--- src/rtl/frame_sync_detector_pkg.sv ---
// Shared types and constants for the frame sync detector.
//   state_t : framing state (HUNT / VERIFY / LOCK)
//   COUNT_W : width of the in-frame bit position counter
package frame_sync_detector_pkg;

  localparam int unsigned COUNT_W = 8;

  typedef enum logic [1:0] {
    HUNT   = 2'd0,
    VERIFY = 2'd1,
    LOCK   = 2'd2
  } state_t;

endpackage

--- src/rtl/sync_matcher.sv ---
// Serial shift register and sync word comparator.
//   clk   : clock, shifts on rising edge
//   reset : asynchronous, active-low
//   in    : serial data bit, MSB of the sync word arrives first
//   match : combinational; high when the newest SYNC_W bits, including the
//           bit on `in` right now, equal SYNC_PAT
module sync_matcher #(
  parameter int unsigned       SYNC_W   = 4,
  parameter logic [SYNC_W-1:0] SYNC_PAT = 4'b1001
) (
  input  logic clk,
  input  logic reset,
  input  logic in,
  output logic match
);

  logic [SYNC_W-1:0] sr;
  logic [SYNC_W-1:0] window;

  // Oldest bit falls off the top; the current bit is included without waiting an edge.
  assign window = SYNC_W'({sr, in});
  assign match  = (window == SYNC_PAT);

  always_ff @(posedge clk or negedge reset) begin
    if (!reset) begin
      sr <= '0;
    end else begin
      sr <= window;
    end
  end

endmodule

--- src/rtl/frame_sync_detector.sv ---
// Serial frame synchroniser: hunts for a sync word, confirms it at the expected
// frame position, then extracts fixed-width payload words while locked.
//   clk       : clock, all state on rising edge
//   reset     : asynchronous, active-low
//   in        : serial data bit
//   count     : bit position within the frame (0 on the first payload bit)
//   frame     : one-cycle pulse per accepted sync while (or on becoming) locked
//   out       : last completed payload word, MSB received first
//   out_valid : one-cycle pulse when out is updated
//   flag      : high while locked
module frame_sync_detector
  import frame_sync_detector_pkg::*;
#(
  parameter int unsigned       SYNC_W    = 4,
  parameter logic [SYNC_W-1:0] SYNC_PAT  = 4'b1001,
  parameter int unsigned       FRAME_LEN = 16,
  parameter int unsigned       WORD_W    = 4,
  parameter int unsigned       CONFIRM   = 2,
  parameter int unsigned       MISS      = 3
) (
  input  logic               clk,
  input  logic               reset,
  input  logic               in,
  output logic [COUNT_W-1:0] count,
  output logic               frame,
  output logic [WORD_W-1:0]  out,
  output logic               out_valid,
  output logic               flag
);

  localparam int unsigned HITS_W = $clog2(CONFIRM + 1);
  localparam int unsigned MISS_W = $clog2(MISS + 1);
  localparam int unsigned WBIT_W = (WORD_W > 1) ? $clog2(WORD_W) : 1;

  localparam logic [COUNT_W-1:0] LAST_POS  = COUNT_W'(FRAME_LEN - 1);
  localparam logic [COUNT_W-1:0] PAY_LAST  = COUNT_W'(FRAME_LEN - SYNC_W - 1);
  localparam logic [HITS_W-1:0]  CONFIRM_V = HITS_W'(CONFIRM);
  localparam logic [MISS_W-1:0]  MISS_V    = MISS_W'(MISS);
  localparam logic [WBIT_W-1:0]  WBIT_LAST = WBIT_W'(WORD_W - 1);

  state_t              state, state_nxt;
  logic [COUNT_W-1:0]  count_nxt;
  logic [HITS_W-1:0]   hits, hits_nxt;
  logic [MISS_W-1:0]   misses, misses_nxt;
  logic [WORD_W-1:0]   word, word_nxt;
  logic [WBIT_W-1:0]   wbit, wbit_nxt;
  logic [WORD_W-1:0]   out_nxt;
  logic                out_valid_nxt;
  logic                frame_nxt;
  logic                flag_nxt;

  logic                match;
  logic                check;
  logic [COUNT_W-1:0]  count_inc;

  sync_matcher #(
    .SYNC_W   (SYNC_W),
    .SYNC_PAT (SYNC_PAT)
  ) u_matcher (
    .clk   (clk),
    .reset (reset),
    .in    (in),
    .match (match)
  );

  // The expected sync position is the last bit of the frame.
  assign check     = (count == LAST_POS);
  assign count_inc = check ? '0 : count + 1'b1;

  // Next-state and next-output logic.
  always_comb begin
    state_nxt     = state;
    count_nxt     = count;
    hits_nxt      = hits;
    misses_nxt    = misses;
    word_nxt      = word;
    wbit_nxt      = wbit;
    out_nxt       = out;
    out_valid_nxt = 1'b0;
    frame_nxt     = 1'b0;

    case (state)
      HUNT: begin
        count_nxt = '0;
        if (match) begin
          hits_nxt = HITS_W'(1);
          if (CONFIRM == 1) begin
            state_nxt  = LOCK;
            misses_nxt = '0;
          end else begin
            state_nxt = VERIFY;
          end
        end
      end

      VERIFY: begin
        count_nxt = count_inc;
        if (check) begin
          if (match) begin
            hits_nxt = hits + 1'b1;
            if (hits + 1'b1 == CONFIRM_V) begin
              state_nxt  = LOCK;
              misses_nxt = '0;
              frame_nxt  = 1'b1;
            end
          end else begin
            state_nxt = HUNT;
            count_nxt = '0;
            hits_nxt  = '0;
          end
        end
      end

      LOCK: begin
        count_nxt = count_inc;
        // Payload bits never coincide with the check position.
        if (count <= PAY_LAST) begin
          word_nxt = WORD_W'({word, in});
          if (wbit == WBIT_LAST) begin
            out_nxt       = word_nxt;
            out_valid_nxt = 1'b1;
            wbit_nxt      = '0;
          end else begin
            wbit_nxt = wbit + 1'b1;
          end
        end
        if (check) begin
          if (match) begin
            misses_nxt = '0;
            frame_nxt  = 1'b1;
          end else if (misses + 1'b1 == MISS_V) begin
            state_nxt  = HUNT;
            count_nxt  = '0;
            misses_nxt = '0;
            hits_nxt   = '0;
          end else begin
            misses_nxt = misses + 1'b1;
          end
        end
      end

      default: begin
        state_nxt = HUNT;
        count_nxt = '0;
      end
    endcase

    // A partial word never survives outside LOCK.
    if (state_nxt != LOCK) begin
      word_nxt = '0;
      wbit_nxt = '0;
    end

    flag_nxt = (state_nxt == LOCK);
  end

  // State and output registers.
  always_ff @(posedge clk or negedge reset) begin
    if (!reset) begin
      state     <= HUNT;
      count     <= '0;
      hits      <= '0;
      misses    <= '0;
      word      <= '0;
      wbit      <= '0;
      out       <= '0;
      out_valid <= 1'b0;
      frame     <= 1'b0;
      flag      <= 1'b0;
    end else begin
      state     <= state_nxt;
      count     <= count_nxt;
      hits      <= hits_nxt;
      misses    <= misses_nxt;
      word      <= word_nxt;
      wbit      <= wbit_nxt;
      out       <= out_nxt;
      out_valid <= out_valid_nxt;
      frame     <= frame_nxt;
      flag      <= flag_nxt;
    end
  end

endmodule

--- config.mk ---
export PLATFORM = sky130hd
export DESIGN_NAME = frame_sync_detector
export DESIGN_NICKNAME = d
export VERILOG_FILES = /design/src/rtl/frame_sync_detector_pkg.sv /design/src/rtl/sync_matcher.sv /design/src/rtl/frame_sync_detector.sv
export SDC_FILE = /design/constraint.sdc
export NUM_CORES = 1
export LEC_CHECK = 0
export ABC_AREA = 1
export CAP_MARGIN = 0
export CORE_MARGIN = 1
export CORE_UTILIZATION = 45
export CTS_CLUSTER_SIZE = 8
export DETAILED_ROUTE_END_ITERATION = 7
export MAX_ROUTING_LAYER = met4
export PLACE_DENSITY = 0.67
export SYNTH_ARGS = -nofsm -noshare
export SYNTH_HDL_FRONTEND = slang
export SYNTH_HIERARCHICAL = 1
export SYNTH_SLANG_ARGS = --single-unit
--- constraint.sdc ---
create_clock -name clk -period 3.5 [get_ports clk]
set_input_delay 0.875 -clock clk [delete_from_list [all_inputs] [get_ports clk]]
set_output_delay 0.875 -clock clk [all_outputs]
set_load 0.1 [all_outputs]
==> results by stage, run 1 <==
Logic synthesis:
- Among all flip-flop cells after synthesis, the most frequent one is sky130_fd_sc_hd__dfrtp_1.
- Synthesis instantiated 25 different standard cells from the library.
- Counting flops with an async set or reset pin after synthesis yields a share of 100%.
- After Yosys synthesis, and, or, nand and nor cells account for 26.0% of the synthesized area.
- The commonest cells after synthesis are sky130_fd_sc_hd__dfrtp_1, sky130_fd_sc_hd__nand2_1, sky130_fd_sc_hd__inv_1, sky130_fd_sc_hd__nor2_1, sky130_fd_sc_hd__ha_1.
- By area, the combinational part of the netlist is dominated by simple AND/OR/NAND/NOR gates.
- The total of warnings raised by yosys is 6.
- The cell area after synthesis is 1470 sq um.
- The share of the synthesized area in the top cell type is 49.3%.
- The synthesized netlist devotes 7.40% of its cell area to compound gates.
- The portion of synthesized area spent on multiplexers is 1.36%.
- The synthesis-stage register bit count is 29.
- The average instance in the mapped netlist occupies 9.31 sq um.
- The number of flops mapped to enable cells by yosys is 0.
- Yosys instantiated no cell more often than sky130_fd_sc_hd__dfrtp_1.
- Synthesis produced 158 cells.
- The fraction of the mapped netlist area in adder cells is 6.80%.
- After Yosys synthesis, XOR and XNOR cells account for 2.98% of the synthesized area.
- The library cell with the largest summed area after synthesis is sky130_fd_sc_hd__dfrtp_1.
- The sequential fraction of the synthesis area is 49.3%.
- After synthesis, the cell types taking the most area are sky130_fd_sc_hd__dfrtp_1, sky130_fd_sc_hd__ha_1, sky130_fd_sc_hd__nand2_1.
- The synthesized netlist net count is 169.

Worst setup path:
- In this run the worst path has a maximum fanout of 6.
- The largest single stage delay on the critical path is 530 ps.
- Counting stages on the worst path, the most repeated cell is sky130_fd_sc_hd__nand2_1.
- The critical path goes through clkdlybuf4s50_1, nand2_1, nor2_2, nand2_1, inv_1, nand3_2, a21oi_4, nand3_4, nor2_1.
- The slowest stage of the critical path is the sky130_fd_sc_hd__clkdlybuf4s50_1 cell.
- The critical path starts at in.
- The nature of the critical path startpoint is an input pin.
- Grouping stages by cell kind, the critical path spends the most delay in simple AND/OR/NAND/NOR gates.
- The kind of critical path is in -> reg.
- The data required time at the worst endpoint is 3770 ps.
- The critical path contains buffers and inverters numbering 2 combined.
- Data on the critical path arrives at its endpoint at 2440 ps.
- The kind of end point of the critical path is a flip-flop.
- The launch point of the worst reg-to-reg path is state[1].

STA:
- Setup repair after global routing left no endpoint under its margin.
- Setup total negative slack on the finished layout was measured at 0 ps.
- The post-layout worst setup margin is 1330 ps.
- The worst path needs 2170 ps of the cycle, external delays included.
- The worst pin sits at a relative slew slack of 76.2%.
- The part of the cycle the worst path needs is 62.0%.
- The number of pins with negative max-slew slack in the final report is 0.
- The post-route clock skew is 4.63 ps.
- The upper clock frequency limit is 0.461 GHz.
- Setup violations remaining at the end of the flow were counted as 0.
- The count of final hold-check violations is 0.
- The transition time of the tightest slew-check pin is 358 ps.

Final layout:
- The number of nets at the end of the flow is 194.
- In the final layout, the multi-input gates occupy 656 sq um.
- Of the cells placed in the final design, the portion with a size suffix greater than 1 is 22.3%.
- The antenna cell count is 0.
- The fill cell instance count of the final layout is 305.
- From synthesis to final layout, the design area changed by 18.0%.
- The combined flip-flop and latch cell area is 726 sq um.

Detailed routing:
- The number of remaining DRC errors is 0.
- The detailed router finished its first iteration with 35 violations.
- The average routed wire per standard cell is 11.1 microns.
- Dividing the detail-routed via count by the number of cells gives 4.77.
- The count of nets left with antenna violations after detail routing is 0.
- The pre-antenna-repair detailed-routing pass consisted of 5 iterations.
- The aggregate routed wire length is 2.54 mm.
- The detailed router placed 1087 vias in this run.

Global routing:
- The pin count of the biggest net entering global routing is 30.
- The leftover overflow at the end of global routing is 0.
- The wire length of the first global-routing pass is 4.36 mm.
- The initial antenna violation count is 0.
- The number of global-route vias before repair is 1009.
- Global routing used 17.7% of the available tracks across all layers.

Hold path:
- The startpoint of the lowest-slack hold path is u_matcher/sr[0].
- The path class of the tightest hold or removal check is reg -> reg.

Clock network:
- The number of buffers on the longest clock path is 2.
- The TritonCTS clock tree is yes.
- The number of hold buffers added after CTS is 0.
- The buffer cell driving the clock tree root is sky130_fd_sc_hd__clkbuf_4.
- After clock tree synthesis, the clock-pin slew on the worst setup and hold paths is 90 ps.
- Once the clock tree was built, the resizer swapped 0 gates to a different size.
- The number of clock sinks is 29.
- The clock reaches the later pin of the worst-skew pair after 330 ps.
- The number of setup buffers added after CTS is 0.
- The number of H-tree branching levels is 2.
- Buffers inserted during clock tree synthesis total 5.

Placed design:
- Routability-driven placement finished with a final weighted congestion of 0.809.
- The pre-CTS worst setup slack is 982 ps.
- During placement, the flow inserted port buffers numbering 17.
- Once detailed placement completed, the half-perimeter wirelength came to 1.87 mm.

Flow run:
- The count of max-cap constraint violations is 0.

Floorplanning:
- The core region is 3080 sq um.
- The cell row count is 20.
- The die covers 3500 sq um.
- The die is 59.2 microns tall.
- The effective utilization at floorplan is 47.8%.
- The x dimension of the die is 59.2 microns.
- The number of top-level design ports is 18.

Power and ir drop:
- The maximum vdd ir drop is 0.000196 V.
- The cell area power density is 453 nW/um^2.
- The leakage power figure is 0.000852 uW.

Run status:
- The run finished with clean final reports.
-- final timing paths --
path	end	slack, ps	depth (start not counted)
setup / recovery	word[1]	1330	9
hold / removal	u_matcher/sr[1]	380	0
setup reg to reg	word[1]	1880	8
hold reg to reg	u_matcher/sr[1]	380	0
max in group asynchronous	word[1]	2330	2
min in group asynchronous	count[4]	910	2
-- per-layer routing --
metal  share of wire (%)  GRT usage [%]  vias to the layer above
li1                    -              -                      552
met1                  46           21.6                      513
met2                  49           26.6                       19
met3                 4.0           6.55                        3
met4                 1.3           6.80                        0
met5                   0              -                        -
-- cell families (layout without fill, tap and decap cells) --
logic type                 after synthesis  count (layout)
AOI/OAI and AO/OA                       18              18
xor gates and xnor gates                 5               5
adders and majority gates                8               8
buffers and inverters                   24              50
DFF                                     29              29
muxes                                    2               2
and+or+nand+nor                         72              72
-- metrics by stage --
stage / hold slack, ps / util, % / cell area, sq um / total power (uW) / instances
finish: 382 / 56.4 / 1740 / 787 / 228
global route: 395 / 56.4 / 1740 / 835 / 228
CTS: 389 / 56.4 / 1740 / 798 / 228
detailed placement: 362 / 54.1 / 1670 / 555 / 220
global placement: 364 / 54.1 / 1670 / 553 / 220
floorplan: 354 / - / 1470 / 511 / 158
-- sequential cells by signal, indices dropped and copies added (netlist names) --
register and count:
word 3, flag 1, out 4, hits 2
wbit 2, u_matcher/sr 3, frame 1, count 8
state 2, out_valid 1, misses 2
-- where the power goes --
part / internal (uW) / leakage [uW] / switching (uW) / total, uW
sequential: 356 / 0.000388 / 15.7 / 371
combinational: 58.5 / 0.000423 / 121 / 180
clock: 116 / 0.0000413 / 120 / 236
total: 531 / 0.000852 / 256 / 787
-- placed cells by master, fill, tap and decap left out, types with 4 or more instances in the layout --
cell	instances
sky130_fd_sc_hd__xor2_1	4
sky130_fd_sc_hd__ha_1	8
sky130_fd_sc_hd__o21ai_0	4
sky130_fd_sc_hd__nor2_1	20
sky130_fd_sc_hd__buf_4	16
sky130_fd_sc_hd__clkbuf_4	5
sky130_fd_sc_hd__dfrtp_1	29
sky130_fd_sc_hd__a21oi_1	7
sky130_fd_sc_hd__nand3_2	5
sky130_fd_sc_hd__nor2_4	4
sky130_fd_sc_hd__nand3_1	5
sky130_fd_sc_hd__nand2_1	26
sky130_fd_sc_hd__inv_1	24
-- area by class of cell --
class | count | area share (%)
clock buffers | 7 | 3.75
clock inverters | 1 | 0.288
inverters | 24 | 5.19
multi-input cells | 105 | 37.8
flip-flops and latches | 29 | 41.8
well taps | 44 | 3.17
repair buffers | 18 | 8.07
No activity file was read; power rests on OpenSTA's default activity.
==> run 2: changes to the inputs <==
Clock period 3.5 ns to 2.1 ns, I/O delays scaled along.
==> run 2 against run 1 <==
Effect of this change:
- global-route usage down 0.20 points
- combinational power up 72%
- critical path depth grew 1
- final cell count grew 1.3%
- die area did not move
- power up 67%
- largest cell class unchanged
- register-to-register slack got worse by 1400 ps
- routed wire length shrank 1.9%
- final area is 6.3% higher
- sequential cell count unchanged
- clock power increased by 63%
- worst setup slack got worse by 890 ps
- largest power group unchanged
==> results by stage, run 2 (synthesis results as in run 1) <==
Floorplanning:
- The vertical die dimension is 59.2 microns.
- The number of top-level design ports is 18.
- The floorplan step defined a core boundary enclosing 3080 sq um.
- The die is 59.2 microns wide.
- The area enclosed by the die boundary is 3500 sq um.
- The initial utilization of the core area, before any placement, comes to 47.8%.
- The cell row count is 20.

Final layout:
- The share of post-route cells with drive strength above 1 is 23.5%.
- In the layout the commonest cells are sky130_fd_sc_hd__dfrtp_1, sky130_fd_sc_hd__nand2_1, sky130_fd_sc_hd__inv_1, sky130_fd_sc_hd__nor2_1, sky130_fd_sc_hd__buf_4.
- The relative area change from synthesis to final layout is 25.5%.
- The antenna cell count is 0.
- The largest registers in the layout are count (8), out (4).
- The largest register by flop count is count.
- The number of flip-flops in the largest register is 8.
- The library cell used most frequently in the layout, excluding fill and tap cells, is sky130_fd_sc_hd__dfrtp_1.
- The utilization after layout is 60.0%.
- For this run, the post-layout net count is 197.

STA:
- The number of pins with negative max-slew slack in the final report is 0.
- In this run the tightest slew margin relative to its limit is 75.1%.
- The upper clock frequency limit is 0.603 GHz.
- Between clock sinks in the finished design, the worst skew comes to 5.56 ps.
- Setup repair after global routing left no endpoint under its margin.
- The final critical delay including setup and external delays is 1660 ps.
- Summed over all failing endpoints, the final setup total negative slack is 0 ps.
- The count of final hold-check violations is 0.
- The number of setup violations in the final report is 0.
- At the pin with the least slew margin, the transition time is 374 ps.
- The worst path uses 78.9% of the clock period.

Worst setup path:
- In this run the worst path has a maximum fanout of 4.
- The setup check on the worst reg-to-reg path leaves a slack of 490 ps.
- The most frequent cell on the critical path is sky130_fd_sc_hd__nand2_1.
- The data required time at the worst endpoint is 2310 ps.
- Broken down by cell family, the worst path's largest delay share belongs to simple AND/OR/NAND/NOR gates.
- On the worst path, the slowest cell contributes a delay of 480 ps.
- The critical path goes through clkdlybuf4s50_1, nand2_1, nor2_2, nand2_1, inv_1, nand3_2, o21ai_1, nand2_1, nand2_1, o21ai_1.
- The worst register-to-register path begins at state[0].
- The cell count along the critical path is 10.
- The nature of the critical path startpoint is an input pin.
- The worst register-to-register path ends at count[3].
- The capturing element of the worst setup path is misses[1].
- The library cell contributing the largest single delay on the critical path is sky130_fd_sc_hd__clkdlybuf4s50_1.
- The number of cells on the worst reg-to-reg path is 6.
- The kind of critical path is in -> reg.
- The number of buffers and inverters on the critical path is 2.
- The kind of end point of the critical path is a flip-flop.
- The worst setup path startpoint is in.
- Data on the critical path arrives at its endpoint at 1870 ps.

Clock network:
- Once the clock tree was built, the resizer swapped 0 gates to a different size.
- At the later pin of the worst-skew pair, clock insertion delay measures 320 ps.
- The buffer cell driving the clock tree root is sky130_fd_sc_hd__clkbuf_4.
- CTS built an H-tree with a depth of 2.
- The TritonCTS clock tree is yes.
- After clock tree synthesis, the flow added hold-fix buffers numbering 0.
- The clock passes through at most 2 buffers.
- The number of buffers created by CTS is 5.
- The clock-pin slew of the registers on the worst-case setup and hold paths is 90 ps.
- The number of clock sinks is 29.
- The number of setup buffers added after CTS is 0.

Run status:
- The run finished with clean final reports.

Detailed routing:
- In the routed layout, each cell is associated on average with a via count of 4.68.
- After detailed routing, the average wire length per cell comes to 10.8 microns.
- In this run the remaining antenna-violating nets after routing total 0.
- The aggregate routed wire length is 2.49 mm.
- The count of vias placed by the detailed router is 1080.
- After detailed routing, the number of remaining DRC violations is 0.
- The count of TritonRoute iterations in the first routing pass is 4.
- The initial DRC count is 40.

Placed design:
- Detailed placement finished with a half-perimeter wire length of 1.93 mm.
- The count of buffers inserted at the top-level ports is 17.
- Routability-driven placement finished with a final weighted congestion of 0.870.

Flow run:
- Max-cap violations in this run came to 0.

Power and ir drop:
- Internal power comes to 894 uW.
- The clock network accounts for 29.3% of the total power.
- The combinational fraction of design power is 23.6%.
- The analysis attributes to net switching a power of 419 uW.
- Power spread over the standard cell area amounts to 711 nW/um^2.
- The switching share of total power is 31.9%.
- In this run the static leakage power is 0.000885 uW.
- Of the total power, registers draw 47.1%.
- The maximum vdd ir drop is 0.000510 V.

Global routing:
- The overall routing resource usage is 17.5%.
- Global routing finished with a remaining overflow of 0.
- The number of global-route vias before repair was 1011.
- The initial antenna violation count is 0.
- The pin count of the biggest net entering global routing is 30.
- The wire length of the first global-routing pass is 4.38 mm.

Hold path:
- The min-delay analysis places its worst path in the category reg -> reg.
- Along the worst hold path, the cell count comes to 0.
run 2: area by class of cell:
class	count	area (sq um)
Clock buffer	7	65.1
Clock inverter	1	5.00
Fill cell	278	1230
Inverter	24	90.1
Multi-Input combinational cell	105	656
Sequential cell	29	726
Tap cell	44	55.1
Timing Repair Buffer	21	250
run 2: per-layer routing:
metal / global-route usage, % / wire length [microns]
met1: 22.6 / 1230
met5: - / 0
met2: 25.2 / 1110
met3: 5.90 / 117
met4: 7.14 / 36
run 2: how the worst min path moves through the flow:
stage	start	to	slack, ps
2_1_floorplan	reset	count[0]	230
3_3_place_gp	u_matcher/sr[1]	u_matcher/sr[2]	360
3_5_place_dp	u_matcher/sr[1]	u_matcher/sr[2]	370
4_1_cts	u_matcher/sr[1]	u_matcher/sr[2]	390
5_1_grt	u_matcher/sr[1]	u_matcher/sr[2]	400
6_report	u_matcher/sr[1]	u_matcher/sr[2]	380
run 2: power by group through the flow:
stage | registers (uW) | clock network [uW] | logic, uW
5_1_grt | 623 | 423 | 355
6_report | 618 | 384 | 310
4_1_cts | 619 | 403 | 314
3_3_place_gp | 628 | 0 | 303
3_5_place_dp | 630 | 0 | 312
2_1_floorplan | 649 | 0 | 204
run 2: metrics by stage:
| step | total power, uW | cells | cell area (sq um) | worst slack, ps | hold WS, ps |
|---|---|---|---|---|---|
| 6_report | 1310 | 231 | 1850 | 442 | 383 |
| 5_1_grt | 1400 | 231 | 1850 | 320 | 399 |
| 4_1_cts | 1340 | 231 | 1850 | 459 | 387 |
| 3_5_place_dp | 942 | 223 | 1780 | 107 | 365 |
| 3_3_place_gp | 931 | 223 | 1780 | 152 | 359 |
| 2_1_floorplan | 852 | 158 | 1470 | 0.415 | 229 |
run 2: worst reg2reg max path, stage by stage, from the launching register on:
cell                      delay (ps)
sky130_fd_sc_hd__dfrtp_1         420
sky130_fd_sc_hd__inv_1           110
sky130_fd_sc_hd__ha_1            250
sky130_fd_sc_hd__inv_1           120
sky130_fd_sc_hd__nand2_1         140
sky130_fd_sc_hd__nand3_1         210
sky130_fd_sc_hd__nor3b_1         280
